`config.mk`:
```
export PLATFORM = sky130hd
export DESIGN_NAME = ram_arbiter
export DESIGN_NICKNAME = d
export VERILOG_FILES = /design/src/rtl/ram_arb_pkg.sv /design/src/rtl/rr_picker.sv /design/src/rtl/ram_arbiter.sv
export SDC_FILE = /design/constraint.sdc
export NUM_CORES = 1
export LEC_CHECK = 0
export ABC_CLOCK_PERIOD_IN_PS = 7400
export BUFFER_PORTS_ARGS = -buffer_cell sky130_fd_sc_hd__buf_2
export CELL_PAD_IN_SITES_DETAIL_PLACEMENT = 2
export CELL_PAD_IN_SITES_GLOBAL_PLACEMENT = 2
export CORE_ASPECT_RATIO = 0.75
export CORE_MARGIN = 3
export CORE_UTILIZATION = 27
export DETAILED_ROUTE_END_ITERATION = 16
export MAX_ROUTING_LAYER = met4
export PLACE_DENSITY = 0.89
export SETUP_SLACK_MARGIN = 0.02
export SYNTH_ARGS = -nofsm -noshare
export SYNTH_HDL_FRONTEND = slang
export SYNTH_HIERARCHICAL = 1
export SYNTH_SLANG_ARGS = --single-unit
export TNS_END_PERCENT = 10
```
`constraint.sdc`:
```
create_clock -name clk -period 7.4 [get_ports clk]
set_input_delay 0.37 -clock clk [delete_from_list [all_inputs] [get_ports clk]]
set_output_delay 0.37 -clock clk [all_outputs]
set_load 0.005 [all_outputs]
```
`src/rtl/ram_arb_pkg.sv`:
```
// ---------------------------------------------------------------------------
// ram_arb_pkg : shared types, sizing helper and default widths for ram_arbiter
// Revision    : 1.0
// ---------------------------------------------------------------------------
`default_nettype none

package ram_arb_pkg;

  typedef enum logic [0:0] {
    IDLE = 1'b0,
    OWN  = 1'b1
  } arb_state_e;

  // Number of bits needed to index 'value' items; 1 -> 0, 2 -> 1, 4 -> 2, 8 -> 3.
  function automatic int clog2(input int value);
    int r;
    r = 0;
    while ((1 << r) < value) r++;
    return r;
  endfunction

  localparam int NREQ_DEF     = 4;
  localparam int HOLD_MAX_DEF = 8;
  localparam int IDX_W        = clog2(NREQ_DEF);
  localparam int CNT_W        = clog2(HOLD_MAX_DEF) + 1;

endpackage

`default_nettype wire

```
`src/rtl/rr_picker.sv`:
```
// ---------------------------------------------------------------------------
// rr_picker : combinational one-hot round-robin picker, first eligible from ptr
// Revision  : 1.0
// ---------------------------------------------------------------------------
`default_nettype none

module rr_picker
  import ram_arb_pkg::*;
#(
  parameter int NREQ = NREQ_DEF,
  parameter int IW   = IDX_W
) (
  input  logic [NREQ-1:0] req,
  input  logic [IW-1:0]   ptr,
  input  logic [NREQ-1:0] mask,
  output logic [NREQ-1:0] gnt,
  output logic [IW-1:0]   idx
);

  logic [NREQ-1:0] eligible;
  logic [IW:0]     cand;

  assign eligible = req & mask;

  // Walk the scan order backwards so the candidate closest to ptr wins last.
  always_comb begin
    gnt  = '0;
    idx  = '0;
    cand = '0;
    for (int s = NREQ - 1; s >= 0; s--) begin
      cand = {1'b0, ptr} + (IW+1)'(s);
      if (cand >= (IW+1)'(NREQ)) cand = cand - (IW+1)'(NREQ);
      if (eligible[cand[IW-1:0]]) begin
        gnt                 = '0;
        gnt[cand[IW-1:0]]   = 1'b1;
        idx                 = cand[IW-1:0];
      end
    end
  end

endmodule

`default_nettype wire

```
`src/rtl/ram_arbiter.sv`:
```
// ---------------------------------------------------------------------------
// ram_arbiter : round-robin sharing of one single-port synchronous RAM
// Revision    : 1.0
// ---------------------------------------------------------------------------
`default_nettype none

module ram_arbiter
  import ram_arb_pkg::*;
#(
  parameter int WIDTH    = 32,
  parameter int NREQ     = 4,
  parameter int HOLD_MAX = 8
) (
  input  logic                  clk,
  input  logic                  reset,
  input  logic [NREQ-1:0]       req,
  input  logic [NREQ-1:0]       wren_in,
  input  logic [NREQ*WIDTH-1:0] address_in,
  input  logic [NREQ*WIDTH-1:0] data_in,
  output logic [NREQ-1:0]       gnt,
  output logic [NREQ-1:0]       rvalid,
  output logic [WIDTH-1:0]      q_out,
  output logic [WIDTH-1:0]      ram_address,
  output logic [WIDTH-1:0]      ram_data,
  output logic                  ram_wren,
  input  logic [WIDTH-1:0]      ram_q
);

  localparam int IW = clog2(NREQ);
  localparam int CW = clog2(HOLD_MAX) + 1;
  localparam logic [CW-1:0] HOLD_C = CW'(HOLD_MAX);

  arb_state_e         state_q, state_d;
  logic [IW-1:0]      owner_q, owner_d;
  logic [CW-1:0]      count_q, count_d;
  logic [IW-1:0]      ptr_q, ptr_d;
  logic               rd_pend_q, rd_pend_d;
  logic [IW-1:0]      rd_id_q, rd_id_d;
  logic [WIDTH-1:0]   last_addr_q, last_data_q;

  logic [WIDTH-1:0]   addr_arr [NREQ];
  logic [WIDTH-1:0]   data_arr [NREQ];
  logic               own_req, keep, force_rot, granted;
  logic [NREQ-1:0]    mask, pick_gnt, win_gnt;
  logic [IW-1:0]      pick_idx, win_idx;

  for (genvar i = 0; i < NREQ; i++) begin : g_slice
    assign addr_arr[i] = address_in[i*WIDTH +: WIDTH];
    assign data_arr[i] = data_in[i*WIDTH +: WIDTH];
  end

  assign own_req   = (state_q == OWN) && req[owner_q];
  assign keep      = own_req && (count_q < HOLD_C);
  assign force_rot = own_req && (count_q >= HOLD_C);
  // At the hold limit the owner sits out the scan so others get a turn.
  assign mask      = force_rot ? ~(NREQ'(1) << owner_q) : {NREQ{1'b1}};

  rr_picker #(
    .NREQ (NREQ),
    .IW   (IW)
  ) u_picker (
    .req  (req),
    .ptr  (ptr_q),
    .mask (mask),
    .gnt  (pick_gnt),
    .idx  (pick_idx)
  );

  always_comb begin
    win_idx = pick_idx;
    win_gnt = pick_gnt;
    if (keep || (force_rot && (pick_gnt == '0))) begin
      win_idx = owner_q;
      win_gnt = NREQ'(1) << owner_q;
    end
    if (reset) win_gnt = '0;
  end

  assign gnt         = win_gnt;
  assign granted     = |win_gnt;
  assign ram_wren    = |(win_gnt & req & wren_in);
  assign ram_address = granted ? addr_arr[win_idx] : last_addr_q;
  assign ram_data    = granted ? data_arr[win_idx] : last_data_q;
  assign rvalid      = (rd_pend_q && !reset) ? (NREQ'(1) << rd_id_q) : '0;
  assign q_out       = (rd_pend_q && !reset) ? ram_q : '0;

  always_comb begin
    state_d   = state_q;
    owner_d   = owner_q;
    count_d   = count_q;
    ptr_d     = ptr_q;
    rd_pend_d = granted && !wren_in[win_idx];
    rd_id_d   = win_idx;
    if (req == '0) begin
      state_d = IDLE;
    end else if (keep) begin
      count_d = count_q + 1'b1;
    end else begin
      if (state_q == OWN)
        ptr_d = (owner_q == IW'(NREQ - 1)) ? '0 : owner_q + 1'b1;
      owner_d = win_idx;
      count_d = CW'(1);
      state_d = OWN;
    end
  end

  always_ff @(posedge clk) begin
    if (reset) begin
      state_q     <= IDLE;
      owner_q     <= '0;
      count_q     <= '0;
      ptr_q       <= '0;
      rd_pend_q   <= 1'b0;
      rd_id_q     <= '0;
      last_addr_q <= '0;
      last_data_q <= '0;
    end else begin
      state_q     <= state_d;
      owner_q     <= owner_d;
      count_q     <= count_d;
      ptr_q       <= ptr_d;
      rd_pend_q   <= rd_pend_d;
      rd_id_q     <= rd_id_d;
      last_addr_q <= ram_address;
      last_data_q <= ram_data;
    end
  end

endmodule

`default_nettype wire
```
# Yosys cells after proc, flatten, opt, wreduce, memory -nomap -nowiden
# Cells that the tools add are included.
totals:
  reg_bits: 76
  latchBits: 0
  mem_bits_rw: 0
  mem_bits_ro: 0
  in_bits: 298
  output_inout_bits: 105
  word_cells: 112
  memories: 0
op_classes:
  add_sub_neg: 9
  mul: 0
  div_mod_pow: 0
  n_lt_le_gt_ge: 17
  n_eq_ne: 1
  n_shift: 2
  mux: 48
  bitwise_logic: 7
  reduce_logical: 20
ops:
  columns: ["cell", "n"]
  rows:
  - ["$mux 32", 7]
  - ["$bmux 32 s2", 2]
  - ["$mux 4", 9]
  - ["$mux 2", 10]
  - ["$lt 2x3->1 const B", 6]
  - ["$and 4x4->4", 3]
  - ["$bmux 1 s2", 6]
  - ["$ge 3x3->1 const B", 4]
  - ["$logic_and 1x1->1", 10]
  - ["$mux 1", 10]
  - ["$demux 1 s2", 4]
  - ["$ge 2x1->1 const B", 4]
  - ["$logic_not 4->1", 2]
  - ["$reduce_or 4->1", 2]
  - ["$shl 1x2->4 const A", 2]
  - ["$sub 2x1->2 const B", 4]
  - ["$add 2x2->3 const B", 2]
  - ["$add 4x1->4 const B", 1]
  - ["$ge 4x4->1 const B", 1]
  - ["$lt 4x4->1 const B", 1]
  - ["$not 4->4", 1]
  - ["$add 2x1->3 const B", 1]
  - ["$ge 2x3->1 const B", 1]
  - ["$not 2->3", 1]
  - ["other kinds (8)", 10]

# Depth between registers and ports, before layout
# Gate-level depths: netlist of the first run.
depth:
  depth_word: 21
  depth_mapped: 18
  depth_no_buf: 15

# By module
# The synthesis of the first run kept the hierarchy.
by_module_without_submodules:
  columns: ["module", "instances", "cells_per_inst", "area_per_inst_um2", "seq_area_each_um2"]
  rows:
  - ["ram_arbiter", 1, 819, 7044.3, 1521.5]
  - ["rr_picker", 1, 55, 451.7, 0.0]

# Least setup slack after synthesis of the first run
# No wires, ideal clock.
synth_path:
  path_type: "reg2out"
  startpoint: "register owner_q[0]"
  endpoint: "output port ram_address[13]"
  arrival_time_ns: 4.150
  path_slack_ns: 2.880
  path_stages_with_launch: 16
  path_buffers: 3
  cell_sequence: "dfxtp_1 > mux2_2 > a2bb2oi_2 > nor2_1 > nand2_1 > nand2_1 > mux4_1 > nor2_1 > a31oi_1 > o41ai_2 > buf_2 > a22o_1 > buf_6 > buf_4 > mux4_2 > mux2i_1"
synth_via:
  elab_chain_cells: 21
  word_cells_on_any_way: 37
synth_rtl:
  columns: ["item", "line_no", "source"]
  rows:
  - ["start, declared", "ram_arbiter.sv:34", "logic [IW-1:0] owner_q, owner_d;"]
  - ["start signal, assigned", "ram_arbiter.sv:119", "owner_q <= owner_d;"]
  - ["$bmux 1 s2", "ram_arbiter.sv:52", "assign own_req = (state_q == OWN) && req[owner_q];"]
  - ["$mux 1 (implied by the code)", "ram_arbiter.sv:52", null]
  - ["$logic_and 1x1->1", "ram_arbiter.sv:52", null]
  - ["$logic_and 1x1->1", "ram_arbiter.sv:54", "assign force_rot = own_req && (count_q >= HOLD_C);"]
  - ["$mux 4 *", "ram_arbiter.sv:56", "assign mask = force_rot ? ~(NREQ'(1) << owner_q) : {NREQ{1'b1}};"]
  - ["via mask[1]", "ram_arbiter.sv:44", "logic [NREQ-1:0] mask, pick_gnt, win_gnt;"]
  - ["$and 4x4->4 *", "rr_picker.sv:23", "assign eligible = req & mask;"]
  - ["$bmux 1 s2", "rr_picker.sv:33", "if (eligible[cand[IW-1:0]]) begin"]
  - ["(+5 left out)", null, null]
  - ["via pick_gnt[0]", "ram_arbiter.sv:44", null]
  - ["$logic_not 4->1", "ram_arbiter.sv:72", "if (keep || (force_rot && (pick_gnt == '0))) begin"]
  - ["$logic_and 1x1->1", "ram_arbiter.sv:72", null]
  - ["$logic_or 1x1->1", "ram_arbiter.sv:72", null]
  - ["$mux 2", "ram_arbiter.sv:72", null]
  - ["$not 2->3 (implied by the code)", "ram_arbiter.sv:82", "assign ram_address = granted ? addr_arr[win_idx] : last_addr_q;"]
  - ["$bmux 32 s2", "ram_arbiter.sv:82", null]
  - ["$mux 32 (implied by the code) (2 in a row)", "ram_arbiter.sv:82", null]
  - ["$mux 32 *", "ram_arbiter.sv:82", null]
  - ["end, declared", "ram_arbiter.sv:23", "output logic [WIDTH-1:0] ram_address,"]
# Mark *: on every way through the listed nets, which the timed path passes. The rest lies on a longest branch. The select of a mux whose other input is x is not followed.

# Worst setup path in the final report of the first run
layout_path:
  startpoint: "register owner_q[0]"
  endpoint: "output port ram_address[14]"
# Same word-level chain as after synthesis.

==> summary.log, run 1 <==
qor: run_status.status finished, final reports clean
qor: pwr.seq_power_share 0.270
qor: timing.layout_worst_path_cycle_share 0.904
qor: clock_network.worst_setup_hold_path_clk_slew 0.07 ns
qor: timing.maxClockFrequency 150 MHz
qor: setup_path.master_of_the_slowest_instance_on_the_critical_path buf_4
qor: clock_network.cts_inserted_buffers 9
qor: timing.slew_viol_final 0
qor: pwr.combinationalPowerShare 0.562
qor: setup_path.cp-end-kind output port
qor: place.dpl.cell_count 1,591
qor: grt.grt_usage 0.206
qor: final_layout.design.final.nets 1,562
qor: timing.finalSetupViolations 0
qor: logic_synthesis.synth_mux_area_frac 0.382
qor: setup_path.logic_depth_of_the_worst_register_to_register_path 15
qor: detailed_routing.via_count 7,473
qor: final_layout.drive_gt1_frac 0.404
qor: detailed_routing.route.final.wire_length 31,200 um
qor: detailed_routing.first_iter_violations 234
qor: logic_synthesis.synthesis.instances 874
qor: die.rows 52
qor: pwr.switching_power 1.02 mW
qor: logic_synthesis.synth_seq_area_share 0.203
qor: clock_network.clock-root-buffer clkbuf_16
qor: pwr.leakage_power_total 5.82 nW
qor: timing.rsz_0062_raised_after_global_routing no
qor: grt.grt_pass1_vias 8,509
qor: timing.timing.slew.headroom 0.222
qor: grt.initial_antenna_violation_count 6
qor: detailed_routing.viasPerCell 4.63
qor: place.place.port_buffers 402
qor: clock_network.ctsHoldBuffers 0
qor: detailed_routing.drt_drc_violations_left 0
qor: pwr.sw_frac_of_total 0.408
qor: setup_path.cp_data_arrival_time 6.32 ns
qor: detailed_routing.postRouteAntennaNets 0
qor: logic_synthesis.synth-edff-count 0
qor: hold_path.min_delay_path_depth 4
qor: final_layout.mostFrequentLayoutCell buf_2
qor: logic_synthesis.syn-cell-area 7500 um2
qor: logic_synthesis.synth_cell_types 49
qor: grt.largest_net_degree_at_the_start_of_global_routing 81
qor: timing.worst-slew-pin-transition 1.17 ns
qor: final_layout.fin_cells 1,614
qor: logic_synthesis.synth_compound_area_frac 0.0451
qor: setup_path.worst-endpoint-required 7.03 ns
qor: die.boundaryPins 403
qor: setup_path.critical_path_peak_fanout 65
qor: logic_synthesis.synth_flop_cell dfxtp_1
qor: grt.globalRoute.totalOverflow 0
qor: setup_path.worstPathCellList mux2i_1 > a2bb2oi_2 > nor2_1 > nand2_1 > nand2_1 > mux4_2 > nor2_4 > a22oi_1 > a31oi_1 > o41ai_2 > nand3_1 > a21oi_2 > nor4_4 > buf_4 > mux2i_1 > buf_2
qor: logic_synthesis.synth-seq-cells 76
qor: timing.timing_hold_violations_final 0
qor: die.floorplan.die.height 150 um
qor: job.timing.max_cap.violations 0
qor: logic_synthesis.synthArstFlopShare 0
qor: final_layout.synthToLayoutAreaGrowth 32.4%
qor: setup_path.worst-r2r-setup-slack 1.52 ns
qor: clock_network.clock_tree.htree_level_count 3
qor: logic_synthesis.synthesized_area_fraction_occupied_by_xor_and_xnor_cells 0
qor: clock_network.ctsLongestPathBuffers 2
qor: logic_synthesis.yosys_warnings 6
qor: detailed_routing.route.detailed.wl_per_inst 19.3 um
qor: place.post-dp-hpwl 26,100 um
qor: die.die-width 198 um
qor: setup_path.crit_path_start_kind flip-flop
qor: detailed_routing.drt_first_pass_iters 4
qor: logic_synthesis.synth_fp_nets 1,185
qor: clock_network.clock_insertion_delay_worst_skew 0.34 ns
qor: die.design.core.area 27,100 um2
qor: logic_synthesis.dominant_combinational_cell_family_by_area_after_synthesis multiplexers
qor: timing.totalNegativeSetupSlack 0 ns
qor: logic_synthesis.synth_simple_gate_area_frac 0.130
qor: clock_network.tritoncts done
qor: logic_synthesis.syn_area_per_cell 8.58 um2
qor: setup_path.slowest_delay 0.95 ns
qor: die.die_area 29,800 um2
qor: final_layout.leading_cell_types_in_the_layout_fill_and_taps_excluded buf_2, inv_1, mux2i_1
qor: logic_synthesis.synth-adder-area-share 0.0217
qor: pwr.internal_power_of_the_cells 1.47 mW
qor: clock_network.post_cts_buffers 0
qor: setup_path.reg_to_reg_start owner_q[0]
qor: setup_path.worstReg2RegEnd last_addr_q[25]
qor: hold_path.hold_end rd_pend_q
qor: pwr.clock_power_share 0.167
qor: timing.worst_slack_on_hold_paths 0.473 ns
qor: timing.finalClockSkew 0.0146 ns
qor: pwr.vdd_ir_drop_max 0.000103 V
qor: setup_path.critical_path_class flip-flop to output port
qor: hold_path.kind_of_path_behind_the_tightest_hold_check input port to flip-flop
qor: clock_network.cts_repair_resize_count 0
qor: timing.layout_min_cycle_time 6.69 ns
qor: die.initial_utilization 0.276
qor: place.place_congestion 0.866
qor: clock_network.clock_sinks 76
qor: hold_path.hold_path.startpoint wren_in[2]
qor: grt.grt_first_pass_wirelength 45,900 um
qor: pwr.pwr_density_cell 251 nW/um2
[layout make-up]
type / count / area [um2]
Clock inverter: 5 / 38.8
Antenna cell: 8 / 20.0
Inverter: 328 / 1230
Sequential cell: 76 / 1520
Clock buffer: 10 / 229
Timing Repair Buffer: 409 / 2090
Fill cell: 3145 / 17200
Multi-Input combinational cell: 427 / 4360
Tap cell: 351 / 439
[how the worst max path moves through the flow]
| stage | start | endpoint | slack, ns | depth (start not counted) |
|---|---|---|---|---|
| after floorplan | owner_q[0] | ram_address[13] | 2.88 | 15 |
| after global routing | owner_q[0] | ram_address[14] | 0.32 | 16 |
| final | owner_q[0] | ram_address[14] | 0.71 | 16 |
| after global placement | owner_q[0] | ram_address[9] | 1.50 | 16 |
| after CTS | owner_q[0] | ram_address[5] | 0.73 | 16 |
| after detailed placement | owner_q[0] | ram_address[5] | 1.14 | 16 |
[flip-flops by register name, summed over array words and instances, names as in the netlist]
signal,count
last_addr_q,32
last_data_q,32
rd_pend_q,1
state_q,1
count_q,4
rd_id_q,2
ptr_q,2
owner_q,2
[kinds of logic after synthesis]
group           count (synthesis)
simple gates                  165
fa+ha+maj                      13
compound gates                 47
flops                          76
buf+inv                       371
mux                           202
[per-stage QoR]
stage	power [mW]	instance area [um2]	worst slack (ns)	utilization
2_1_floorplan	1.61	7500	2.88	-
3_3_place_gp	2.03	9640	1.50	0.355
3_5_place_dp	2.11	9640	1.14	0.355
4_1_cts	2.55	9910	0.731	0.365
5_1_grt	2.69	9920	0.324	0.366
6_report	2.49	9930	0.713	0.366
[power groups by stage]
stage                     registers [mW]  logic, mW  clock network, mW
after floorplan                    0.645      0.965                  0
after global placement             0.661       1.37                  0
after detailed placement           0.683       1.43                  0
after CTS                          0.676       1.43              0.438
after global routing               0.695       1.54              0.454
final                              0.674       1.40              0.417
[critical path: cells and delay by family, from the launching register on]
| family | cells | cell delay (ns) |
|---|---|---|
| multiplexers | 3 | 1.30 |
| AO/OA/AOI/OAI | 5 | 1.26 |
| buffers and inverters | 2 | 1.12 |
| AND/OR/NAND/NOR | 6 | 1.68 |
| flip-flops | 1 | 0.50 |
[synth_stat cells (2+ instances only)]
cell type,n,area share
inv_1,326,0.16
mux2i_1,134,0.18
dfxtp_1,76,0.20
mux4_2,66,0.20
nand2b_1,64,0.053
and2_1,36,0.030
nand3_1,18,0.012
nor2_1,15,0.0075
clkbuf_1,13,0.0065
ha_1,13,0.022
nand2_1,13,0.0065
buf_2,9,0.0060
buf_12,8,0.021
buf_6,8,0.012
o21ai_0,8,0.0053
a21oi_1,7,0.0047
a22oi_1,6,0.0060
a211oi_1,4,0.0040
a21oi_2,4,0.0047
a31oi_1,4,0.0033
and3b_1,3,0.0035
buf_8,3,0.0060
o21ai_1,3,0.0020
a21boi_0,2,0.0020
buf_4,2,0.0020
nand4_1,2,0.0017
nor2b_1,2,0.0017
nor3_1,2,0.0013
o21ai_2,2,0.0023
or3_1,2,0.0017
[per-layer routing]
layer,vias up,part of all wire,track usage
li1,3479,-,-
met1,3654,0.38,0.217
met2,291,0.52,0.379
met3,49,0.067,0.0450
met4,0,0.030,0.0771
met5,-,0,-
(Power assumes the default switching activity.)
==> inputs of run 2 (changes only) <==
- PLACE_DENSITY: 0.89 -> 0.94
==> summary.log, run 2 (synthesis gave the netlist of run 1 again) <==
qor: detailed_routing.route.detailed.wl_per_inst 19.9 um [+3.3%]
qor: hold_path.hold_end rd_pend_q
qor: clock_network.cts_repair_resize_count 0 [unchanged]
qor: setup_path.critical_path_class flip-flop to output port
qor: place.placedInstanceArea 9680 um2 [+0.42%]
qor: die.design.core.area 27,100 um2 [unchanged]
qor: die.die_area 29,800 um2 [unchanged]
qor: final_layout.synthToLayoutAreaGrowth 33.1%
qor: setup_path.reg_to_reg_start owner_q[0]
qor: setup_path.slowest_delay 0.64 ns [-0.31 ns]
qor: final_layout.mostFrequentLayoutCell buf_2
qor: clock_network.ctsLongestPathBuffers 2 [unchanged]
qor: setup_path.worst-endpoint-required 7.03 ns [about the same]
qor: die.boundaryPins 403 [unchanged]
qor: hold_path.kind_of_path_behind_the_tightest_hold_check input port to flip-flop
qor: job.timing.max_cap.violations 0 [unchanged]
qor: final_layout.seq_area 1520 um2 [unchanged]
qor: detailed_routing.viasPerCell 4.58 [-1.2%]
qor: hold_path.hold_path.startpoint wren_in[2]
qor: place.place.port_buffers 402 [unchanged]
qor: pwr.total_power 2.52 mW [+1.3%]
qor: pwr.leakage_power_total 5.85 nW [+0.51%]
qor: final_layout.drive_gt1_frac 0.405 [+0.00142]
qor: clock_network.ctsHoldBuffers 0 [unchanged]
qor: final_layout.num-fill-cells 3,135 [-0.32%]
qor: clock_network.cts_inserted_buffers 9 [unchanged]
qor: timing.totalNegativeSetupSlack 0 ns [unchanged]
qor: place.preCtsSetupSlack 1.53 ns [+0.394 ns]
qor: detailed_routing.first_iter_violations 166 [-29%]
qor: setup_path.logic_depth_of_the_worst_register_to_register_path 16 [+1]
qor: timing.layout_setup_ws 1.20 ns [+0.484 ns]
qor: final_layout.fin_cells 1,617 [+0.19%]
qor: setup_path.worstPathCellList mux2_2 > a2bb2oi_2 > nor2_1 > nand2_1 > nand2_1 > mux4_2 > nor2_4 > a22oi_1 > a31oi_1 > o41ai_2 > buf_4 > nand3_1 > a22o_4 > buf_4 > mux4_2 > mux2i_1 > buf_2
qor: die.initial_utilization 0.276 [unchanged]
qor: hold_path.min_delay_path_depth 4 [unchanged]
qor: clock_network.clock_sinks 76 [unchanged]
qor: timing.rsz_0062_raised_after_global_routing no
qor: pwr.clock_power_share 0.173 [+0.006]
qor: run_status.status finished, final reports clean
qor: timing.worst-slew-pin-transition 1.07 ns [-0.0955 ns]
qor: detailed_routing.drt_first_pass_iters 4 [unchanged]
qor: pwr.internal_power_of_the_cells 1.49 mW [+1.0%]
qor: place.dpl.cell_count 1,593 [+0.13%]
qor: clock_network.tritoncts done
qor: final_layout.design.final.nets 1,564 [+0.13%]
qor: pwr.seq_power_share 0.266 [-0.004]
qor: final_layout.biggestRegsByFlops last_addr_q: 32 flops, last_data_q: 32 flops, count_q: 4 flops
qor: detailed_routing.route.final.wire_length 32,300 um [+3.5%]
qor: timing.layout_worst_path_cycle_share 0.838 [-0.0654]
qor: grt.grt_pass1_vias 8,556 [+0.55%]
qor: timing.finalClockSkew 0.0102 ns [-0.00436 ns]
qor: timing.layout_min_cycle_time 6.20 ns [-0.484 ns]
qor: pwr.sw_frac_of_total 0.409 [+0.00131]
qor: pwr.switching_power 1.03 mW [+1.6%]
qor: clock_network.clock_tree.htree_level_count 3 [unchanged]
qor: final_layout.multiInputGateArea 4360 um2 [unchanged]
qor: pwr.pwr_density_cell 253 nW/um2 [+0.75%]
qor: timing.timing_hold_violations_final 0 [unchanged]
qor: place.place_congestion 0.881 [+1.7%]
qor: pwr.combinationalPowerShare 0.561 [about the same]
qor: timing.worst_slack_on_hold_paths 0.436 ns [-0.0371 ns]
qor: grt.initial_antenna_violation_count 6 [unchanged]
qor: setup_path.worst-r2r-setup-slack 1.99 ns [+0.47 ns]
qor: setup_path.worstReg2RegEnd last_addr_q[25]
qor: detailed_routing.postRouteAntennaNets 0 [unchanged]
qor: grt.grt_first_pass_wirelength 47,900 um [+4.4%]
qor: clock_network.clock-root-buffer clkbuf_16
qor: final_layout.fin_util 0.368 [+0.00189]
qor: setup_path.timing.critical_path.buf_inv 3 [+1]
qor: setup_path.cp-end-kind output port
qor: setup_path.crit_path_start_kind flip-flop
qor: setup_path.timing.critical_path.depth 17 [+1]
qor: detailed_routing.drt_drc_violations_left 0 [unchanged]
qor: timing.slew_viol_final 0 [unchanged]
qor: setup_path.critical_path_peak_fanout 35 [-46%]
qor: clock_network.clock_insertion_delay_worst_skew 0.34 ns [about the same]
qor: clock_network.post_cts_buffers 0 [unchanged]
qor: grt.largest_net_degree_at_the_start_of_global_routing 96 [+19%]
qor: die.floorplan.die.height 150 um [unchanged]
qor: setup_path.crit_family multiplexers
qor: die.die-width 198 um [unchanged]
qor: timing.finalSetupViolations 0 [unchanged]
qor: setup_path.cp_data_arrival_time 5.83 ns [-0.49 ns]
qor: setup_path.master_of_the_slowest_instance_on_the_critical_path a22o_4
qor: final_layout.leading_cell_types_in_the_layout_fill_and_taps_excluded buf_2, inv_1, mux2i_1
qor: place.post-dp-hpwl 27,100 um [+3.5%]
qor: die.rows 52 [unchanged]
qor: timing.timing.slew.headroom 0.284 [+0.0619]
qor: timing.maxClockFrequency 161 MHz [+7.8%]
qor: grt.grt_usage 0.216 [+0.0104]
qor: pwr.vdd_ir_drop_max 0.000150 V [+45%]
qor: clock_network.worst_setup_hold_path_clk_slew 0.07 ns [about the same]
qor: final_layout.finish.instance_area 9980 um2 [+0.52%]
qor: detailed_routing.via_count 7,400 [-0.98%]
qor: grt.globalRoute.totalOverflow 0 [unchanged]
==> run 2: metal layers <==
layer,GRT usage,up-vias,share of wire
met4,0.0537,0,0.016
met3,0.0506,34,0.067
met2,0.408,273,0.54
li1,-,3488,-
met1,0.228,3605,0.38
met5,-,-,0
==> run 2: final cells by class <==
type                       count  area share
multi-input combinational    427       0.436
timing repair buffer         411       0.213
sequential                    76       0.152
inverter                     328       0.124
tap                          351      0.0440
clock buffer                  11      0.0243
clock inverter                 5     0.00364
antenna                        8     0.00201
==> run 2: how the worst max path moves through the flow <==
stage                           from              end  slack [ns]
after floorplan           owner_q[0]  ram_address[13]        2.88
after global placement    owner_q[0]   ram_address[7]        1.81
after detailed placement  owner_q[0]   ram_address[7]        1.53
after CTS                 owner_q[0]   ram_address[7]        1.14
after global routing      owner_q[0]   ram_address[7]        0.67
final                     owner_q[0]   ram_address[7]        1.20
==> run 2: power by group through the flow <==
stage                     Combinational (mW)  Clock, mW  Sequential, mW
after floorplan                        0.965          0           0.645
after global placement                  1.36          0           0.657
after detailed placement                1.44          0           0.681
after CTS                               1.45      0.462           0.673
after global routing                    1.55      0.476           0.693
final                                   1.41      0.437           0.672
==> run 2: worst register-to-register path: stages (launching register included) <==
cell and delay, ns:
dfxtp_1 0.49, mux2_2 0.42, a2bb2oi_2 0.48, nor2_1 0.19, nand2_1 0.13, nand2_1 0.15
mux4_2 0.59, nor2_4 0.18, a22oi_1 0.11, a31oi_1 0.34, o41ai_2 0.14, buf_4 0.20
nand3_1 0.12, a22o_4 0.64, buf_4 0.40, mux4_2 0.55, mux2i_1 0.19
